File: src/rtl/uart_pkg.sv
// Shared definitions for the configurable UART: parity encodings, FSM state
// encoding and the frame-length helper.
package uart_pkg;

    localparam int PAR_NONE = 0;
    localparam int PAR_ODD  = 1;
    localparam int PAR_EVEN = 2;

    // ST_ prefix keeps state names clear of the PARITY module parameter.
    typedef enum logic [2:0] {
        ST_IDLE,
        ST_START,
        ST_DATA,
        ST_PARITY,
        ST_STOP,
        ST_BREAK
    } tx_state_t;

    function automatic int unsigned frame_len(input int unsigned cpb,
                                              input int unsigned data_bits,
                                              input int unsigned parity,
                                              input int unsigned stop_bits);
        return (1 + data_bits + ((parity != 0) ? 1 : 0) + stop_bits) * cpb;
    endfunction

endpackage

File: src/rtl/uart_baud_tick.sv
// Free-running bit-period counter; tick marks the last clock of each bit.
// clear realigns the count so a new frame starts on a fresh bit boundary.
module uart_baud_tick #(
    parameter int CLKS_PER_BIT = 16
) (
    input  logic clk,
    input  logic reset,
    input  logic clear,
    output logic tick
);

    localparam int CW = (CLKS_PER_BIT > 1) ? $clog2(CLKS_PER_BIT) : 1;
    localparam logic [CW-1:0] LAST = CW'(CLKS_PER_BIT - 1);

    logic [CW-1:0] count;

    always_ff @(posedge clk) begin
        if (reset || clear) begin
            count <= '0;
        end else if (count == LAST) begin
            count <= '0;
        end else begin
            count <= count + CW'(1);
        end
    end

    assign tick = (count == LAST);

endmodule

File: src/rtl/uart_tx_cfg.sv
// Configurable UART transmitter (data width, parity, stop bits) with a
// valid/ready input. Define UART_TX_BREAK_EN to add the tx_break line-break input.
module uart_tx_cfg
    import uart_pkg::*;
#(
    parameter int CLKS_PER_BIT = 16,
    parameter int DATA_BITS    = 8,
    parameter int PARITY       = 0,
    parameter int STOP_BITS    = 1
) (
    input  logic                 clk,
    input  logic                 reset,
`ifdef UART_TX_BREAK_EN
    input  logic                 tx_break,
`endif
    input  logic                 tx_valid,
    output logic                 tx_ready,
    input  logic [DATA_BITS-1:0] tx_data,
    output logic                 tx_out,
    output logic                 busy
);

    if (CLKS_PER_BIT < 2 || CLKS_PER_BIT > 65535 ||
        DATA_BITS < 5 || DATA_BITS > 9 ||
        PARITY < 0 || PARITY > 2 ||
        STOP_BITS < 1 || STOP_BITS > 2) begin : g_bad_cfg
        $error("uart_tx_cfg: illegal parameter combination");
    end

    // Handshake: a word is taken on every rising edge where tx_valid and
    // tx_ready are both high; tx_ready depends only on state and reset, never
    // on tx_valid, and an unaccepted word is simply held off by the producer.
    tx_state_t                state;
    logic [DATA_BITS-1:0]     shift_reg;
    logic [3:0]               bit_cnt;
    logic                     par_bit;
    logic                     tick;
    logic                     accept;

`ifdef UART_TX_BREAK_EN
    localparam int FRAME_LEN = int'(frame_len(CLKS_PER_BIT, DATA_BITS, PARITY, STOP_BITS));
    localparam int BW = $clog2(FRAME_LEN);
    logic [BW-1:0] brk_cnt;

    // A pending break blocks acceptance so the word stays with the producer.
    assign tx_ready = (state == ST_IDLE) && !reset && !tx_break;
`else
    assign tx_ready = (state == ST_IDLE) && !reset;
`endif

    assign accept = tx_valid && tx_ready;

    uart_baud_tick #(
        .CLKS_PER_BIT(CLKS_PER_BIT)
    ) u_baud (
        .clk  (clk),
        .reset(reset),
        .clear(accept),
        .tick (tick)
    );

    always_ff @(posedge clk) begin
        if (reset) begin
            state     <= ST_IDLE;
            tx_out    <= 1'b1;
            busy      <= 1'b0;
            bit_cnt   <= '0;
            shift_reg <= '0;
            par_bit   <= 1'b0;
`ifdef UART_TX_BREAK_EN
            brk_cnt   <= '0;
`endif
        end else begin
            case (state)
                ST_IDLE: begin
`ifdef UART_TX_BREAK_EN
                    if (tx_break) begin
                        state   <= ST_BREAK;
                        tx_out  <= 1'b0;
                        brk_cnt <= '0;
                    end else
`endif
                    if (accept) begin
                        state     <= ST_START;
                        tx_out    <= 1'b0;
                        busy      <= 1'b1;
                        shift_reg <= tx_data;
                        par_bit   <= (^tx_data) ^ (PARITY == PAR_ODD);
                        bit_cnt   <= '0;
                    end
                end

                ST_START: begin
                    if (tick) begin
                        state     <= ST_DATA;
                        tx_out    <= shift_reg[0];
                        shift_reg <= shift_reg >> 1;
                        bit_cnt   <= '0;
                    end
                end

                ST_DATA: begin
                    if (tick) begin
                        if (bit_cnt == 4'(DATA_BITS - 1)) begin
                            bit_cnt <= '0;
                            if (PARITY != PAR_NONE) begin
                                state  <= ST_PARITY;
                                tx_out <= par_bit;
                            end else begin
                                state  <= ST_STOP;
                                tx_out <= 1'b1;
                            end
                        end else begin
                            tx_out    <= shift_reg[0];
                            shift_reg <= shift_reg >> 1;
                            bit_cnt   <= bit_cnt + 4'd1;
                        end
                    end
                end

                ST_PARITY: begin
                    if (tick) begin
                        state   <= ST_STOP;
                        tx_out  <= 1'b1;
                        bit_cnt <= '0;
                    end
                end

                ST_STOP: begin
                    if (tick) begin
                        if (bit_cnt == 4'(STOP_BITS - 1)) begin
                            state  <= ST_IDLE;
                            busy   <= 1'b0;
                            tx_out <= 1'b1;
                        end else begin
                            bit_cnt <= bit_cnt + 4'd1;
                        end
                    end
                end

`ifdef UART_TX_BREAK_EN
                // Hold the line low for at least one frame time, longer while
                // tx_break stays asserted.
                ST_BREAK: begin
                    if (brk_cnt == BW'(FRAME_LEN - 1)) begin
                        if (!tx_break) begin
                            state  <= ST_IDLE;
                            tx_out <= 1'b1;
                        end
                    end else begin
                        brk_cnt <= brk_cnt + BW'(1);
                    end
                end
`endif

                default: begin
                    state  <= ST_IDLE;
                    tx_out <= 1'b1;
                    busy   <= 1'b0;
                end
            endcase
        end
    end

endmodule

File: config.mk
export PLATFORM = sky130hd
export DESIGN_NAME = uart_tx_cfg
export DESIGN_NICKNAME = d
export VERILOG_FILES = /design/src/rtl/uart_pkg.sv /design/src/rtl/uart_baud_tick.sv /design/src/rtl/uart_tx_cfg.sv
export SDC_FILE = /design/constraint.sdc
export NUM_CORES = 1
export LEC_CHECK = 0
export CAP_MARGIN = 15
export CORE_UTILIZATION = 40
export CTS_BUF_LIST = sky130_fd_sc_hd__clkbuf_2 sky130_fd_sc_hd__clkbuf_4 sky130_fd_sc_hd__clkbuf_8
export CTS_CLUSTER_DIAMETER = 100
export CTS_CLUSTER_SIZE = 14
export DETAILED_ROUTE_END_ITERATION = 12
export PLACE_DENSITY_LB_ADDON = 0.15
export SYNTH_ARGS = -nofsm -noshare
export SYNTH_HDL_FRONTEND = slang
export SYNTH_HIERARCHICAL = 1
export SYNTH_SLANG_ARGS = --single-unit
export TNS_END_PERCENT = 10
File: constraint.sdc
create_clock -name clk -period 2.6 [get_ports clk]
set_input_delay 0.52 -clock clk [delete_from_list [all_inputs] [get_ports clk]]
set_output_delay 0.52 -clock clk [all_outputs]
set_load 0.02 [all_outputs]
==> impl_summary.txt, run 1 <==
----------------------------------------------------
[Outcome]
  Result of the run ... complete, no violations

[Routing]
  Routed wire length ... 2.06 mm
  Number of remaining DRC errors ... 0
  Post-DR vias/cell ... 5.38
  WL per Instance ... 12.0 µm
  Remaining antenna violation count after routing ... 0
  Starting DRT DRC Count ... 9
  Routed vias ... 920
  Number of iterations in the first detailed-routing pass ... 4

[Clock network]
  Source-to-sink clock delay at the later pin of the worst-skew pair ... 0.31 ns
  Number of resized instances in the post-cts repair step ... 0
  TritonCTS clock tree ... yes
  Number of clock sinks ... 21
  Number of buffers created by CTS ... 3
  CTS H-Tree Depth ... 1
  Setup Fix Bufs, Post-CTS ... 0
  Post-cts hold buffer count ... 0
  Maximum clock path buffer count ... 2
  Buffer cell driving the clock tree root ... sky130_fd_sc_hd__clkbuf_4
  Clock input transition at the sequential cells of the worst setup and hold paths ... 0.12 ns

[GRT]
  Global-route wire length before repair ... 3.52 mm
  Pin count of the biggest net entering global routing ... 21
  Final global-route overflow total ... 0
  Via count of the first global-routing pass ... 829
  Initial antenna violation count ... 0
  Global router's overall resource usage ... 0.170

[Worst hold path]
  Startpoint of the worst hold path ... u_baud/count[0]$_SDFF_PP0_
  Worst min-delay path category ... flip-flop to flip-flop

[Floorplanning]
  Die span in y ... 53.5 µm
  Die width ... 53.5 µm
  Number of core rows ... 18
  Top Ports ... 14
  Die footprint ... 2870 µm²
  Std-Cell Core Area ... 2500 µm²
  Starting utilization of the core area ... 0.425

[Placement]
  Port-buffer cells ... 13
  Pre-CTS setup slack ... 0.00670 ns
  Placed wire-length estimate ... 1.46 mm
  Final weighted congestion in routability-driven placement ... 0.736
  Cells after DPL ... 167

[Timing]
  Worst hold slack ... 0.452 ns
  Achievable Freq ... 415 MHz
  Pins over their slew limit ... 0
  RSZ-0062 raised after global routing ... no
  Final worst clock skew ... 0.00220 ns
  Worst slew slack as a fraction of its limit ... 0.672
  Crit share post-route ... 0.926
  Sum of negative setup slack ... 0 ns
  Setup-violating endpoint count in the final report ... 0
  Post-layout minimum cycle time ... 2.41 ns
  Setup ws final ... 0.192 ns
  Pin slew with the least headroom to its limit ... 0.492 ns
  Total count of hold-check failures in the final report ... 0

[Synth]
  Share of synthesized area occupied by flip-flops and latches ... 0.396
  Synthesized area per cell ... 8.64 µm²
  Syn Inst Count ... 123
  Synthesized cell area ... 1060 µm²
  Cell variety after synth ... 37
  Seq cells post-synth ... 21
  Number of warnings issued by yosys ... 6
  Synthesized net count ... 137

[Power and ir drop]
  Power per cell area ... 484 nW/µm²
  Proportion of power drawn by flip-flops and latches ... 0.567
  Pint ... 0.453 mW
  Power share of the combinational group ... 0.169
  IR Drop Worst-Case VDD ... 252 µV
  Leakage ... 0.461 nW
  Fraction of power spent switching nets ... 0.271
  Total net switching power ... 0.168 mW
  Share of power burned in the clock network ... 0.264

[Critical path]
  Crit path capture type ... primary output
  Endpoint required time on the critical path ... 2.08 ns
  Stage delay of the slowest cell on the critical path ... 0.63 ns
  CP arrival ... 1.89 ns
  Largest driver fanout on the critical path ... 12
  Source of the worst register-to-register timing path ... state[0]$_SDFFE_PP0P_
  Setup slack of the most critical reg-to-reg path ... 0.47 ns
  Cells along the critical path ... or2_2, nor3_1, clkdlybuf4s50_1
  Launch point of the critical path ... state[0]$_SDFFE_PP0P_
  CP Capture Point ... tx_ready
  Endpoint of the worst register-to-register path ... bit_cnt[2]$_SDFFE_PP0P_
  Master of the slowest instance on the critical path ... sky130_fd_sc_hd__clkdlybuf4s50_1
  Crit Path Category ... flip-flop to primary output
  R2R cell count ... 5
  Type of origin of the critical path ... flip-flop

[Cells and area]
  Number of standard cells in the layout, taps in and fillers out ... 171
  Area growth syn-to-layout ... 20.8%
  Most common cell after layout, fill and taps aside ... sky130_fd_sc_hd__dfxtp_1
  Inserted Diodes ... 0
  Most frequent cells in the layout ... sky130_fd_sc_hd__dfxtp_1, sky130_fd_sc_hd__nor2_1, sky130_fd_sc_hd__clkdlybuf4s50_1
  Layout Utilization ... 0.514
  Number of flip-flops in the largest register ... 8
  Net count of the finished layout ... 156
  Share of cells above drive strength 1 ... 0.121

[Run]
  Max cap viols ... 0

----------------------------------------------------
==> cell families after synthesis <==
| group | Yosys count | synth area share |
|---|---|---|
| AND/OR/NAND/NOR | 49 | 0.259 |
| AO/OA/AOI/OAI | 28 | 0.168 |
| buffers and inverters | 11 | 0.0424 |
| multiplexers | 7 | 0.0660 |
| adder cells (fa/ha/maj) | 3 | 0.0353 |
| XOR/XNOR | 4 | 0.0330 |
| flip-flops | 21 | 0.396 |
==> worst min path at each step <==
| stage | to | slack [ns] | depth (start not counted) |
|---|---|---|---|
| 4_1_cts | u_baud/count[0]$_SDFF_PP0_ | 0.46 | 1 |
| 3_3_place_gp | u_baud/count[0]$_SDFF_PP0_ | 0.44 | 1 |
| 2_1_floorplan | u_baud/count[0]$_SDFF_PP0_ | 0.42 | 1 |
| 3_5_place_dp | u_baud/count[0]$_SDFF_PP0_ | 0.44 | 1 |
| 6_report | u_baud/count[0]$_SDFF_PP0_ | 0.45 | 1 |
| 5_1_grt | u_baud/count[0]$_SDFF_PP0_ | 0.49 | 1 |
==> critical path: cells and delay by family, from the launching register on <==
kind | cells | cell delay (ns)
and+or+nand+nor | 2 | 0.50
DFF | 1 | 0.45
buffers and inverters | 1 | 0.63
==> metal layers <==
| metal | wire length [µm] | part of all wire | up-vias | track usage |
|---|---|---|---|---|
| met5 | 0 | 0 | - | 0 |
| met4 | 10 | 0.0049 | 0 | 0.0789 |
| met3 | 51 | 0.025 | 2 | 0.0254 |
| met2 | 915 | 0.45 | 11 | 0.269 |
| met1 | 1080 | 0.53 | 430 | 0.226 |
| li1 | - | - | 477 | - |
==> synthesized netlist by cell type (all sizes together) <==
master / number / area (µm²)
dfxtp: 21 / 420
nor2: 16 / 62.6
a21oi: 11 / 55.1
a211oi: 7 / 52.6
mux2i: 7 / 70.1
inv: 5 / 18.8
nand2: 5 / 18.8
nand3: 5 / 25.0
buf: 3 / 15.0
clkbuf: 3 / 11.3
ha: 3 / 37.5
nand3b: 3 / 22.5
nor2b: 3 / 18.8
nor3: 3 / 20.0
xnor2: 3 / 26.3
a31oi: 2 / 12.5
nand2b: 2 / 12.5
o21ai: 2 / 10.0
or2: 2 / 12.5
or4: 2 / 15.0
or4b: 2 / 23.8
a21boi: 1 / 7.51
a21o: 1 / 7.51
a221oi: 1 / 8.76
a32oi: 1 / 8.76
and3: 1 / 6.26
nand4b: 1 / 8.76
nor3b: 1 / 7.51
nor4: 1 / 6.26
o22a: 1 / 10.0
o22ai: 1 / 6.26
or3: 1 / 6.26
or3b: 1 / 8.76
xor2: 1 / 8.76
==> metrics by stage <==
| step | area [µm²] | total power, mW |
|---|---|---|
| after detailed placement | 1260 | 0.466 |
| after CTS | 1280 | 0.632 |
| final | 1280 | 0.622 |
| after floorplan | 1060 | 0.422 |
| after global routing | 1280 | 0.660 |
| after global placement | 1260 | 0.463 |
==> power by group through the flow <==
stage | logic, mW | registers [mW] | clock network, mW
floorplan | 0.0634 | 0.358 | 0
global placement | 0.104 | 0.359 | 0
detailed placement | 0.107 | 0.360 | 0
CTS | 0.107 | 0.352 | 0.173
global route | 0.117 | 0.355 | 0.188
finish | 0.105 | 0.352 | 0.164
==> cell type report <==
class	count	area, µm²
inverter	5	18.8
clock inverter	1	5.00
clock buffer	3	22.5
fill	242	1220
timing repair buffer	20	183
tap	30	37.5
multi-input combinational	91	597
sequential	21	420
(Power assumes the default switching activity.)
==> inputs of run 2 (changes only) <==
==> constraint.sdc (replaced) <==
create_clock -name clk -period 3.1 [get_ports clk]
set_input_delay 0.62 -clock clk [delete_from_list [all_inputs] [get_ports clk]]
set_output_delay 0.62 -clock clk [all_outputs]
set_load 0.02 [all_outputs]
==> run 2 against run 1 <==
Effect of this change: clock power down 18%; global-route usage is 1.4 points lower; register-to-register slack improved by 0.44 ns; clock skew rose by 0.0018 ns; die area is the same; critical endpoint unchanged.
==> impl_summary.txt, run 2 (synthesis results as in run 1) <==
----------------------------------------------------
[Cells and area]
  Most common cell after layout, fill and taps aside ... sky130_fd_sc_hd__dfxtp_1
  Layout fillers ... 252
  Number of standard cells in the layout, taps in and fillers out ... 167
  Area growth syn-to-layout ... 18.0%
  Number of flip-flops in the largest register ... 8
  Share of cells above drive strength 1 ... 0.0949
  Register Area ... 420 µm²
  Net count of the finished layout ... 152
  Layout Utilization ... 0.502
  Multi-input logic area ... 597 µm²
  Most frequent cells in the layout ... sky130_fd_sc_hd__dfxtp_1, sky130_fd_sc_hd__nor2_1, sky130_fd_sc_hd__clkdlybuf4s50_1
  Inserted Diodes ... 0

[Timing]
  Total count of hold-check failures in the final report ... 0
  Crit share post-route ... 0.817
  Pins over their slew limit ... 0
  Worst slew slack as a fraction of its limit ... 0.476
  Achievable Freq ... 395 MHz
  Final worst clock skew ... 0.00403 ns
  RSZ-0062 raised after global routing ... no
  Worst hold slack ... 0.460 ns
  Pin slew with the least headroom to its limit ... 0.784 ns
  Sum of negative setup slack ... 0 ns
  Setup-violating endpoint count in the final report ... 0
  Post-layout minimum cycle time ... 2.53 ns

[Critical path]
  Cells along the critical path ... or2_2, nor3_1, clkdlybuf4s50_1
  Launch point of the critical path ... state[1]$_SDFFE_PP0P_
  Endpoint of the worst register-to-register path ... bit_cnt[3]$_SDFFE_PP0P_
  Master of the slowest instance on the critical path ... sky130_fd_sc_hd__clkdlybuf4s50_1
  R2R cell count ... 5
  Endpoint required time on the critical path ... 2.48 ns
  Source of the worst register-to-register timing path ... state[1]$_SDFFE_PP0P_
  Stage delay of the slowest cell on the critical path ... 0.63 ns
  Setup slack of the most critical reg-to-reg path ... 0.91 ns
  Crit path capture type ... primary output
  CP Capture Point ... tx_ready
  Crit Path Category ... flip-flop to primary output
  CP arrival ... 1.91 ns
  Type of origin of the critical path ... flip-flop
  Largest driver fanout on the critical path ... 12

[Floorplanning]
  Number of core rows ... 18
  Std-Cell Core Area ... 2500 µm²
  Top Ports ... 14
  Die footprint ... 2870 µm²
  Die width ... 53.5 µm
  Starting utilization of the core area ... 0.425
  Die span in y ... 53.5 µm

[Routing]
  WL per Instance ... 12.1 µm
  Number of remaining DRC errors ... 0
  Routed vias ... 879
  Routed wire length ... 2.03 mm
  Starting DRT DRC Count ... 18
  Post-DR vias/cell ... 5.26
  Number of iterations in the first detailed-routing pass ... 4
  Remaining antenna violation count after routing ... 0

[Worst hold path]
  Worst min-delay path category ... flip-flop to flip-flop

[Power and ir drop]
  IR Drop Worst-Case VDD ... 258 µV
  Leakage ... 0.441 nW
  Power per cell area ... 410 nW/µm²

[Clock network]
  Maximum clock path buffer count ... 2
  Buffer cell driving the clock tree root ... sky130_fd_sc_hd__clkbuf_4
  CTS H-Tree Depth ... 1
  Number of clock sinks ... 21
  Number of resized instances in the post-cts repair step ... 0
  Post-cts hold buffer count ... 0
  Source-to-sink clock delay at the later pin of the worst-skew pair ... 0.30 ns
  Number of buffers created by CTS ... 3
  TritonCTS clock tree ... yes
  Clock input transition at the sequential cells of the worst setup and hold paths ... 0.12 ns
  Setup Fix Bufs, Post-CTS ... 0

[GRT]
  Global-route wire length before repair ... 3.24 mm
  Via count of the first global-routing pass ... 766
  Initial antenna violation count ... 0
  Global router's overall resource usage ... 0.156
  Final global-route overflow total ... 0
  Pin count of the biggest net entering global routing ... 21

[Placement]
  Placed wire-length estimate ... 1.37 mm
  Final weighted congestion in routability-driven placement ... 0.743
  Port-buffer cells ... 13
  Cells after DPL ... 163

[Run]
  Max cap viols ... 0

[Outcome]
  Result of the run ... complete, no violations

----------------------------------------------------
## run 2: worst min-delay path by stage
stage	to	slack (ns)	cells past startpoint	start
5_1_grt	u_baud/count[0]$_SDFF_PP0_	0.48	1	u_baud/count[0]$_SDFF_PP0_
2_1_floorplan	u_baud/count[0]$_SDFF_PP0_	0.42	1	u_baud/count[0]$_SDFF_PP0_
3_3_place_gp	u_baud/count[0]$_SDFF_PP0_	0.44	1	u_baud/count[0]$_SDFF_PP0_
3_5_place_dp	u_baud/count[0]$_SDFF_PP0_	0.44	1	u_baud/count[0]$_SDFF_PP0_
4_1_cts	u_baud/count[0]$_SDFF_PP0_	0.46	1	u_baud/count[0]$_SDFF_PP0_
6_report	u_baud/count[0]$_SDFF_PP0_	0.46	1	u_baud/count[0]$_SDFF_PP0_
## run 2: power by group
part | switching, mW | leakage, nW | total, mW | internal, mW
Clock | 0.0858 | 0.0177 | 0.134 | 0.0481
Sequential | 0.0110 | 0.172 | 0.296 | 0.285
Combinational | 0.0401 | 0.252 | 0.0844 | 0.0444
## run 2: critical path: cells and delay by family (launching register included)
family	cells	cell delay (ns)
buffers and inverters	1	0.63
flip-flops	1	0.45
AND/OR/NAND/NOR	2	0.52
## run 2: cell type report
cell class	instances	area share
sequential	21	0.335
inverter	5	0.0150
timing repair buffer	16	0.122
clock inverter	1	0.00399
clock buffer	3	0.0180
multi-input combinational	91	0.476
tap	30	0.0299
## run 2: metrics by stage
stage	setup WS, ns	instance area [µm²]	power (mW)
2_1_floorplan	0.921	1060	0.354
3_3_place_gp	0.428	1230	0.385
3_5_place_dp	0.383	1230	0.387
4_1_cts	0.550	1250	0.522
5_1_grt	0.500	1250	0.542
6_report	0.566	1250	0.514
## run 2: layer usage
metal,vias up,GRT usage,part of all wire
met2,13,0.242,0.43
met1,393,0.207,0.54
met4,0,0.0789,0.0099
met3,2,0.0254,0.027
li1,471,-,-
met5,-,0,0
==> edit (settings of run 1) <==
Build with the macro `UART_TX_BREAK_EN` defined.
--- a/src/rtl/uart_tx_cfg.sv
+++ b/src/rtl/uart_tx_cfg.sv
@@ -1,5 +1,7 @@
 // Configurable UART transmitter (data width, parity, stop bits) with a
 // valid/ready input. Define UART_TX_BREAK_EN to add the tx_break line-break input.
+`define UART_TX_BREAK_EN
+
 module uart_tx_cfg
     import uart_pkg::*;
 #(
Ports: changed (added tx_break); port bits go from 14 to 15. No check against the original RTL was run, so the function may have changed too.
==> edit against run 1 <==
- synthesized area rose by 66%
- clock power increased by 130%
- sequential cell count rose by 8
- power increased to 2.5 times the old value
- wire length is 83% higher
- design area is 59% higher
- synthesized cell count rose by 72%
- worst setup slack better by 0.065 ns
- critical endpoint unchanged
- largest cell class unchanged
==> edit: results (changes against run 1) <==
R2R Path End=shift_reg[1] (was bit_cnt[2]); Setup crit end=tx_ready (unchanged); synth unique cells=50 (was 37); clk buf depth=2 (unchanged); Pre-antenna DRT Iters=4 (unchanged); flop-to-flop setup slack=0.71 ns (was 0.47 ns); vias per cell=5.57 (was 5.38); ranking of synthesized cells by area=dfxtp_1 (33%), a21oi_1 (5.7%), nand3_1 (5.4%) (was dfxtp_1 (40%), mux2i_1 (6.6%), nor2_1 (5.3%)); crit path max fanout=2 (was 12); clock transition at the registers of the reported paths=0.06 ns (was 0.12 ns); peak supply drop=0.363 mV (was 0.252 mV); yosys warns=6 (unchanged); Worst R2R Path Depth=6 (was 5); Initial DRC Count=127 (was 9); port bufs=14 (was 13); H-Tree Depth=2 (was 1); Rel. slew slack=0.645 (was 0.672); internal power=988 uW (was 453 uW); Net Count, Synth=228 (was 137); RR Startpoint=u_baud/count[0] (was state[0]); initial antenna violation count=0 (unchanged); cts repair resizes=0 (unchanged); Post-DP HPWL=2580 um (was 1460 um); Leak=0.770 nW (was 0.461 nW); Hold WC Path Type=flop to flop (unchanged); WP data arrival=1.82 ns (was 1.89 ns); ys async rst share=0 (unchanged); clk_lat worst skew=0.28 ns (was 0.31 ns); Root Buffer=clkbuf_8 (was clkbuf_4); top-area cell type share of the netlist area=0.329 (was 0.396); Clock Skew=0.00730 ns (was 0.00220 ns); nets=244 (was 156); antenna cells=0 (unchanged); sequential fraction of the synthesis area=0.329 (was 0.396); RePlAce Congestion=0.767 (was 0.736); synth cell count leaders=dfxtp_1 (29), a21oi_1 (20), nand3_1 (19), nand2_1 (15) (was dfxtp_1 (21), nor2_1 (15), a21oi_1 (11), a211oi_1 (7), mux2i_1 (7)); total wire length=3770 um (was 2060 um); Post-CTS Setup Inserts=0 (unchanged); fraction of layout cells with a size suffix above 1=0.148 (was 0.121); vias in the first global route=1,384 (was 829); cts bufs inserted=5 (was 3); GRT Total Usage=0.188 (was 0.170); Worst Setup SP=tx_break (was state[0]); most common cell in the netlist=dfxtp_1 (unchanged); status=finished, final reports clean (unchanged); largest net degree at the start of global routing=24 (was 21); first-pass GRT wire length=6530 um (was 3520 um)
## edit: cell types whose count changed in the layout (fill, tap and decap cells not counted), sizes merged, moves of 4 or more
cell	delta
o21ai	+9
nor2b	+5
nand2	+10
nor2	-4
a21oi	+9
a211oi	-6
nand3	+14
dfxtp	+8
mux2	+8
## edit: cell families (layout without fill, tap and decap cells)
group,Yosys count,after routing,share of synthesized area
adders and majority gates,4,4,0.0284
DFF,29,29,0.329
AOI/OAI and AO/OA,54,54,0.203
xor gates and xnor gates,5,5,0.0248
buffers and inverters,21,38,0.0603
muxes,13,13,0.0795
and+or+nand+nor,86,86,0.275
## edit: per-layer routing
metal	vias up	part of all wire	track usage
met5	-	0	0
met1	713	0.54	0.276
li1	807	-	-
met3	5	0.044	0.0550
met2	29	0.41	0.260
met4	0	0.012	0.0547
## edit: worst max-delay path, cell delays in order
cell and delay, ns:
clkdlybuf4s50_1 0.43, nand2b_1 0.16, nor2_1 0.10, clkdlybuf4s50_1 0.61
## edit: worst min-delay path by stage
stage                    startpoint               to  slack [ns]  depth (start not counted)
global placement    u_baud/count[0]  u_baud/count[0]        0.43                          1
CTS                 u_baud/count[0]  u_baud/count[0]        0.45                          1
global route        u_baud/count[0]  u_baud/count[0]        0.48                          1
detailed placement  u_baud/count[0]  u_baud/count[0]        0.44                          1
floorplan           u_baud/count[0]  u_baud/count[0]        0.42                          1
finish              u_baud/count[0]  u_baud/count[0]        0.45                          1
## edit: cell type report
class / count / area (sq um)
fillers: 397 / 2080
multi-input cells: 162 / 1080
flip-flops and latches: 29 / 581
repair buffers: 22 / 200
clock buffers: 6 / 76.3
well taps: 50 / 62.6
inverters: 8 / 30.0
clock inverters: 2 / 10.0
## edit: per-stage QoR
stage / hold slack, ns / std cells / setup WS, ns / cell area [sq um] / power, mW
floorplan: 0.418 / 212 / 0.775 / 1760 / 1.05
global placement: 0.434 / 271 / 0.235 / 1950 / 1.20
detailed placement: 0.440 / 271 / 0.217 / 1950 / 1.20
CTS: 0.455 / 279 / 0.247 / 2040 / 1.58
global route: 0.478 / 279 / 0.154 / 2040 / 1.68
finish: 0.450 / 279 / 0.257 / 2040 / 1.57
## edit: power by group through the flow
stage                     Combinational, mW  Clock (mW)  Sequential [mW]
final                                 0.635       0.375            0.557
after global routing                  0.707       0.403            0.568
after CTS                             0.634       0.390            0.556
after detailed placement              0.633           0            0.565
after global placement                0.630           0            0.567
after floorplan                       0.486           0            0.569
